===== src/rtl/if_stage_prefetch_if.sv =====
// Fetch-stage bus bundle: instruction SRAM request/response,
// branch redirect input and the IF->ID valid/allowin handshake.
interface if_stage_prefetch_if;
  logic        inst_sram_en;
  logic [3:0]  inst_sram_we;
  logic [31:0] inst_sram_addr;
  logic [31:0] inst_sram_wdata;
  logic [31:0] inst_sram_rdata;
  logic        br_taken;
  logic [31:0] br_target;
  logic        id_allowin;
  logic        if_to_id_valid;
  logic [31:0] if_inst;
  logic [31:0] if_pc;
  logic        if_adef;

  modport master (
    output inst_sram_en,
    output inst_sram_we,
    output inst_sram_addr,
    output inst_sram_wdata,
    input  inst_sram_rdata,
    input  br_taken,
    input  br_target,
    input  id_allowin,
    output if_to_id_valid,
    output if_inst,
    output if_pc,
    output if_adef
  );

  modport slave (
    input  inst_sram_en,
    input  inst_sram_we,
    input  inst_sram_addr,
    input  inst_sram_wdata,
    output inst_sram_rdata,
    output br_taken,
    output br_target,
    output id_allowin,
    input  if_to_id_valid,
    input  if_inst,
    input  if_pc,
    input  if_adef
  );
endinterface


===== src/rtl/if_stage_prefetch.sv =====
// Prefetching IF stage: sequential fetch from a 1-cycle SRAM into a
// FIFO of {pc, inst, adef}, flushed on redirect, with a fault marker
// for misaligned targets. Ports: clk, reset (sync, active-high), bus.
module if_stage_prefetch #(
  parameter logic [31:0] RESET_PC    = 32'h1C00_0000,
  parameter int          FIFO_DEPTH  = 4,
  parameter bit          CHECK_ALIGN = 1'b1
) (
  input logic                clk,
  input logic                reset,
  if_stage_prefetch_if.master bus
);

  localparam int PW = (FIFO_DEPTH > 1) ? $clog2(FIFO_DEPTH) : 1;
  localparam int CW = PW + 1;

  typedef struct packed {
    logic [31:0] pc;
    logic [31:0] inst;
    logic        adef;
  } entry_t;

  entry_t          mem [FIFO_DEPTH];
  entry_t          head;
  logic [PW-1:0]   rptr;
  logic [PW-1:0]   wptr;
  logic [CW-1:0]   count;
  logic [CW:0]     occ;
  logic [31:0]     fetch_pc;
  logic [31:0]     inflight_pc;
  logic [31:0]     tgt;
  logic [31:0]     req_addr;
  logic            inflight;
  logic            discard;
  logic            halted;
  logic            halted_next;
  logic            misalign;
  logic            room;
  logic            issue;
  logic            push;
  logic            pop;
  logic            valid;

  assign misalign = CHECK_ALIGN && bus.br_taken
                    && (bus.br_target[1:0] != 2'b00);

  assign tgt = CHECK_ALIGN ? bus.br_target
                           : {bus.br_target[31:2], 2'b00};

  assign req_addr = bus.br_taken ? tgt : fetch_pc;

  // Slots already promised: buffered entries plus the one in flight.
  assign occ = {1'b0, count} + {{CW{1'b0}}, inflight};

  // A redirect flushes everything, so there is always room for it.
  assign room = bus.br_taken
                || (occ < (CW+1)'(FIFO_DEPTH));

  assign halted_next = bus.br_taken ? misalign : halted;

  assign issue = !reset && !halted_next && room;

  // The response belonging to a request made before a redirect
  // arrives in the redirect cycle itself and is dropped there.
  assign push = inflight && !discard && !bus.br_taken;

  assign valid = (count != '0);
  assign pop   = valid && bus.id_allowin && !bus.br_taken;

  always_ff @(posedge clk) begin
    if (reset) begin
      fetch_pc    <= RESET_PC;
      inflight    <= 1'b0;
      inflight_pc <= 32'd0;
      discard     <= 1'b0;
      halted      <= 1'b0;
      count       <= '0;
      rptr        <= '0;
      wptr        <= '0;
    end else begin
      halted   <= halted_next;
      inflight <= issue;
      discard  <= bus.br_taken && inflight && !issue;
      if (issue) begin
        fetch_pc    <= req_addr + 32'd4;
        inflight_pc <= req_addr;
      end
      if (bus.br_taken) begin
        rptr  <= '0;
        wptr  <= PW'(misalign);
        count <= CW'(misalign);
      end else begin
        if (push) wptr <= wptr + PW'(1);
        if (pop)  rptr <= rptr + PW'(1);
        count <= count + CW'(push) - CW'(pop);
      end
    end
  end

  // Storage needs no reset: count gates every read.
  always_ff @(posedge clk) begin
    if (!reset) begin
      if (misalign) begin
        mem[0] <= '{pc: bus.br_target, inst: 32'd0, adef: 1'b1};
      end else if (push) begin
        mem[wptr] <= '{pc: inflight_pc,
                       inst: bus.inst_sram_rdata,
                       adef: 1'b0};
      end
    end
  end

  assign head = mem[rptr];

  assign bus.inst_sram_en    = issue;
  assign bus.inst_sram_we    = 4'h0;
  assign bus.inst_sram_addr  = req_addr;
  assign bus.inst_sram_wdata = 32'd0;

  assign bus.if_to_id_valid = valid;
  assign bus.if_inst = valid ? head.inst : 32'd0;
  assign bus.if_pc   = valid ? head.pc   : 32'd0;
  assign bus.if_adef = valid && head.adef;

endmodule


===== src/flat_wrapper.sv =====
// flat-port wrapper written by rule: the top's interface ports become plain ports
module if_stage_prefetch_flat 
#(
  parameter logic [31:0] RESET_PC    = 32'h1C00_0000,
  parameter int          FIFO_DEPTH  = 4,
  parameter bit          CHECK_ALIGN = 1'b1
)
  (clk, reset, bus_inst_sram_en, bus_inst_sram_we, bus_inst_sram_addr, bus_inst_sram_wdata, bus_inst_sram_rdata, bus_br_taken, bus_br_target, bus_id_allowin, bus_if_to_id_valid, bus_if_inst, bus_if_pc, bus_if_adef);
  if_stage_prefetch_if bus_i ();
  input logic clk;
  input logic reset;
  output wire logic [$bits(bus_i.inst_sram_en)-1:0] bus_inst_sram_en;
  output wire logic [$bits(bus_i.inst_sram_we)-1:0] bus_inst_sram_we;
  output wire logic [$bits(bus_i.inst_sram_addr)-1:0] bus_inst_sram_addr;
  output wire logic [$bits(bus_i.inst_sram_wdata)-1:0] bus_inst_sram_wdata;
  input wire logic [$bits(bus_i.inst_sram_rdata)-1:0] bus_inst_sram_rdata;
  input wire logic [$bits(bus_i.br_taken)-1:0] bus_br_taken;
  input wire logic [$bits(bus_i.br_target)-1:0] bus_br_target;
  input wire logic [$bits(bus_i.id_allowin)-1:0] bus_id_allowin;
  output wire logic [$bits(bus_i.if_to_id_valid)-1:0] bus_if_to_id_valid;
  output wire logic [$bits(bus_i.if_inst)-1:0] bus_if_inst;
  output wire logic [$bits(bus_i.if_pc)-1:0] bus_if_pc;
  output wire logic [$bits(bus_i.if_adef)-1:0] bus_if_adef;
  assign bus_inst_sram_en = bus_i.inst_sram_en;
  assign bus_inst_sram_we = bus_i.inst_sram_we;
  assign bus_inst_sram_addr = bus_i.inst_sram_addr;
  assign bus_inst_sram_wdata = bus_i.inst_sram_wdata;
  assign bus_i.inst_sram_rdata = bus_inst_sram_rdata;
  assign bus_i.br_taken = bus_br_taken;
  assign bus_i.br_target = bus_br_target;
  assign bus_i.id_allowin = bus_id_allowin;
  assign bus_if_to_id_valid = bus_i.if_to_id_valid;
  assign bus_if_inst = bus_i.if_inst;
  assign bus_if_pc = bus_i.if_pc;
  assign bus_if_adef = bus_i.if_adef;
  if_stage_prefetch #(.RESET_PC(RESET_PC), .FIFO_DEPTH(FIFO_DEPTH), .CHECK_ALIGN(CHECK_ALIGN)) u_core (.clk(clk), .reset(reset), .bus(bus_i));
endmodule

===== config.mk =====
export PLATFORM = sky130hd
export DESIGN_NAME = if_stage_prefetch_flat
export DESIGN_NICKNAME = d
export VERILOG_FILES = /design/src/rtl/if_stage_prefetch_if.sv /design/src/rtl/if_stage_prefetch.sv /design/src/flat_wrapper.sv
export SDC_FILE = /design/constraint.sdc
export NUM_CORES = 1
export LEC_CHECK = 0
export BUFFER_PORTS_ARGS = -buffer_cell sky130_fd_sc_hd__buf_2
export CAP_MARGIN = 20
export CORE_ASPECT_RATIO = 1.1
export CORE_MARGIN = 2
export CORE_UTILIZATION = 62
export CTS_CLUSTER_SIZE = 30
export DETAILED_ROUTE_END_ITERATION = 6
export PLACE_DENSITY = 0.85
export SLEW_MARGIN = 20
export SYNTH_ARGS = -nofsm -noshare
export SYNTH_HDL_FRONTEND = slang
export SYNTH_SLANG_ARGS = --single-unit
export TNS_END_PERCENT = 30

===== constraint.sdc =====
create_clock -name clk -period 22.2 [get_ports clk]
set_input_delay 4.44 -clock clk [delete_from_list [all_inputs] [get_ports clk]]
set_output_delay 4.44 -clock clk [all_outputs]
set_load 0.05 [all_outputs]

==> run summary <==
status: complete, no violations
FF+latch area: 9294 um^2
skew final: 0.02151 ns
number of global-route vias before repair: 8328
share of layout cells above drive strength 1: 32.42%
WHS: 0.4474 ns
Final setup viols: 0
Final Util: 72.20%
top-count cell post-synth: edfxtp_1
TritonRoute pass-1 iters: 5
DRT iter0 DRCs: 496
Inserted Clock Buffers: 34
TNS Setup: 0 ns
R2R depth: 5
hold path depth: 2
post-CTS resize count: 0
post-layout min period: 11.77 ns
register area share after synthesis: 63.80%
Routed Antenna Nets: 0
crit path kind: input pin to output pin
post-DR vias/cell: 5.867
Post-CTS Setup Inserts: 0
Synth Cell Area: 14560 um^2
Max-Cap Viols: 0
Yosys cell types: 68
endpoint class of the critical path: output pin
clock tree root driver cell: clkbuf_16
Gate Count Post-Synth: 951
Total GRT Usage: 24.38%
CTS tree: done
Fmax achieved: 84.95 MHz
fin nets: 1182
DP Wirelength: 18.13 mm
Slew headroom: 31.30%
CP Max Fanout: 69
ys async rst share: 0%
hold buffers post-CTS: 0
height of the die: 164.7 um
diodes inserted: 0
filler-free cell count of the finished design: 1432
synthesized flop and latch total: 334
worst vdd ir: 0.06813 mV
GRT met1 Usage: 34.08%
routed vias: 8402
number of port buffers: 166
largest net degree at the start of global routing: 70
top cells by area, synth: edfxtp_1, dfxtp_1, mux4_2
H-tree levels: 2
top cell type by total area after synthesis: edfxtp_1
Yosys warning count: 0
die area: 24730 um^2
Area growth, synth to finish: 13.72%
Clk pin slew, worst setup/hold paths: 0.06 ns
initial antenna violation count: 0
CP startpoint kind: input pin
Worst Tran Pin Value: 1.031 ns
worst hold path class: flip-flop to flip-flop
Slew Viols, Final: 0
Core Box Area: 22930 um^2
# IOs: 203
drt wl/cell: 20.62 um
P_leak: 6.202 nW
Hold Fails Final Rpt: 0
CTS Sinks: 334
Top Usage Layer GRT: met2
Die Width: 150.1 um
RSZ-0062 raised after global routing: false
site row count: 58
Post-synth EDFFs: 260
post-synth top area share: 53.63%
Initial Util: 63.49%
Req. time, crit path: 17.76 ns
most instantiated cells after synthesis: edfxtp_1, and2_1, dfxtp_1
Pwr Total: 0.001446 W
placed cell count: 1373
area of the multi-input gates: 4750 um^2
fin crit share: 53.02%
clk buf depth: 3
Avg Inst Size Synth: 15.31 um^2
met2 usage: 40.49%
crit path DAT: 7.33 ns
Clk Latency, worst-skew pair: 0.51 ns
# fillers: 1469
gp weighted congestion: 0.8917
Overflow after GRT: 0
met3 usage: 3.812%
final WL: 29.53 mm
PD cells: 87.32 nW/um^2
drt drc: 0
prevailing post-synth register cell: edfxtp_1
first-pass GRT wire length: 46.06 mm
-- cell type report --
cell class                      instances  area share [%]
Inverter                               28          0.6348
Multi-Input combinational cell        536           28.69
Timing Repair Buffer                  175           5.426
Clock buffer                           44           5.932
Sequential cell                       334           56.13
Tap cell                              300           2.267
Clock inverter                         15          0.9219
-- cells in the final DEF (no fill, tap or decap), types with 5 or more instances in the layout --
master | Yosys | routed
edfxtp_1 | 260 | 260
buf_2 | 21 | 166
and2_1 | 100 | 100
dfxtp_1 | 74 | 72
mux4_2 | 65 | 65
nand2_1 | 60 | 59
o21ai_0 | 40 | 40
mux2_2 | 37 | 37
clkbuf_16 | 0 | 37
conb_1 | 1 | 36
inv_1 | 23 | 23
nand3_1 | 22 | 22
nor2_1 | 18 | 17
xnor2_1 | 15 | 15
mux2i_1 | 14 | 14
a22o_1 | 13 | 13
nand4_1 | 11 | 11
buf_4 | 37 | 9
nand3b_1 | 8 | 8
and4_1 | 7 | 7
or4_1 | 6 | 6
o211ai_1 | 6 | 6
inv_2 | 5 | 5
mux2i_2 | 5 | 5
and3_1 | 6 | 5
clkinv_2 | 0 | 5
-- cell families after synthesis --
logic type	Yosys count	share of synthesized area (%)
DFF	334	63.80
AOI/OAI and AO/OA	90	4.280
buffers and inverters	116	4.692
and+or+nand+nor	258	10.53
other	1	0.02576
adders and majority gates	5	0.4813
xor gates and xnor gates	19	1.143
muxes	128	15.05
-- worst max-delay path, stage by stage --
cell and delay [ns]:
buf_2 0.07, buf_4 0.70, nor3b_2 0.41, o32a_2 0.26, nand3b_4 0.45, inv_2 0.59
buf_2 0.36
-- stage by stage --
| step | cell area (um^2) | setup WS, ns |
|---|---|---|
| 2_1_floorplan | 14690 | 11.23 |
| 3_3_place_gp | 15420 | 10.52 |
| 3_5_place_dp | 15420 | 10.49 |
| 4_1_cts | 16560 | 10.45 |
| 5_1_grt | 16560 | 10.25 |
| 6_report | 16560 | 10.43 |
-- routing by layer --
metal	vias up	wire [um]
li1	3848	-
met1	4201	12420
met2	311	14780
met3	42	1789
met4	0	537
met5	-	0
-- final timing paths --
| kind | endpoint | startpoint | slack [ns] |
|---|---|---|---|
| setup / recovery | bus_inst_sram_en | bus_br_taken | 10.43 |
| hold / removal | u_core.inflight_pc[8] | u_core.inflight_pc[8] | 0.45 |
| setup reg to reg | u_core.mem[2][3] | u_core.inflight | 18.91 |
| hold reg to reg | u_core.inflight_pc[8] | u_core.inflight_pc[8] | 0.45 |
-- where the power goes --
group	switching [W]	internal [W]	total (W)
logic	0.000129	0.0000498	0.000179
clock network	0.000222	0.000346	0.000568
registers	0.0000102	0.000688	0.000699
total	0.000361	0.00108	0.00145
-- flip-flops by register name, indices dropped and copies added, names as in the netlist, named ones only --
register,cells
u_core.count,3
u_core.discard,1
u_core.fetch_pc,30
u_core.halted,1
u_core.inflight,1
u_core.inflight_pc,32
u_core.mem,260
u_core.rptr,2
u_core.wptr,2
Power figures use the tool's default switching activity.
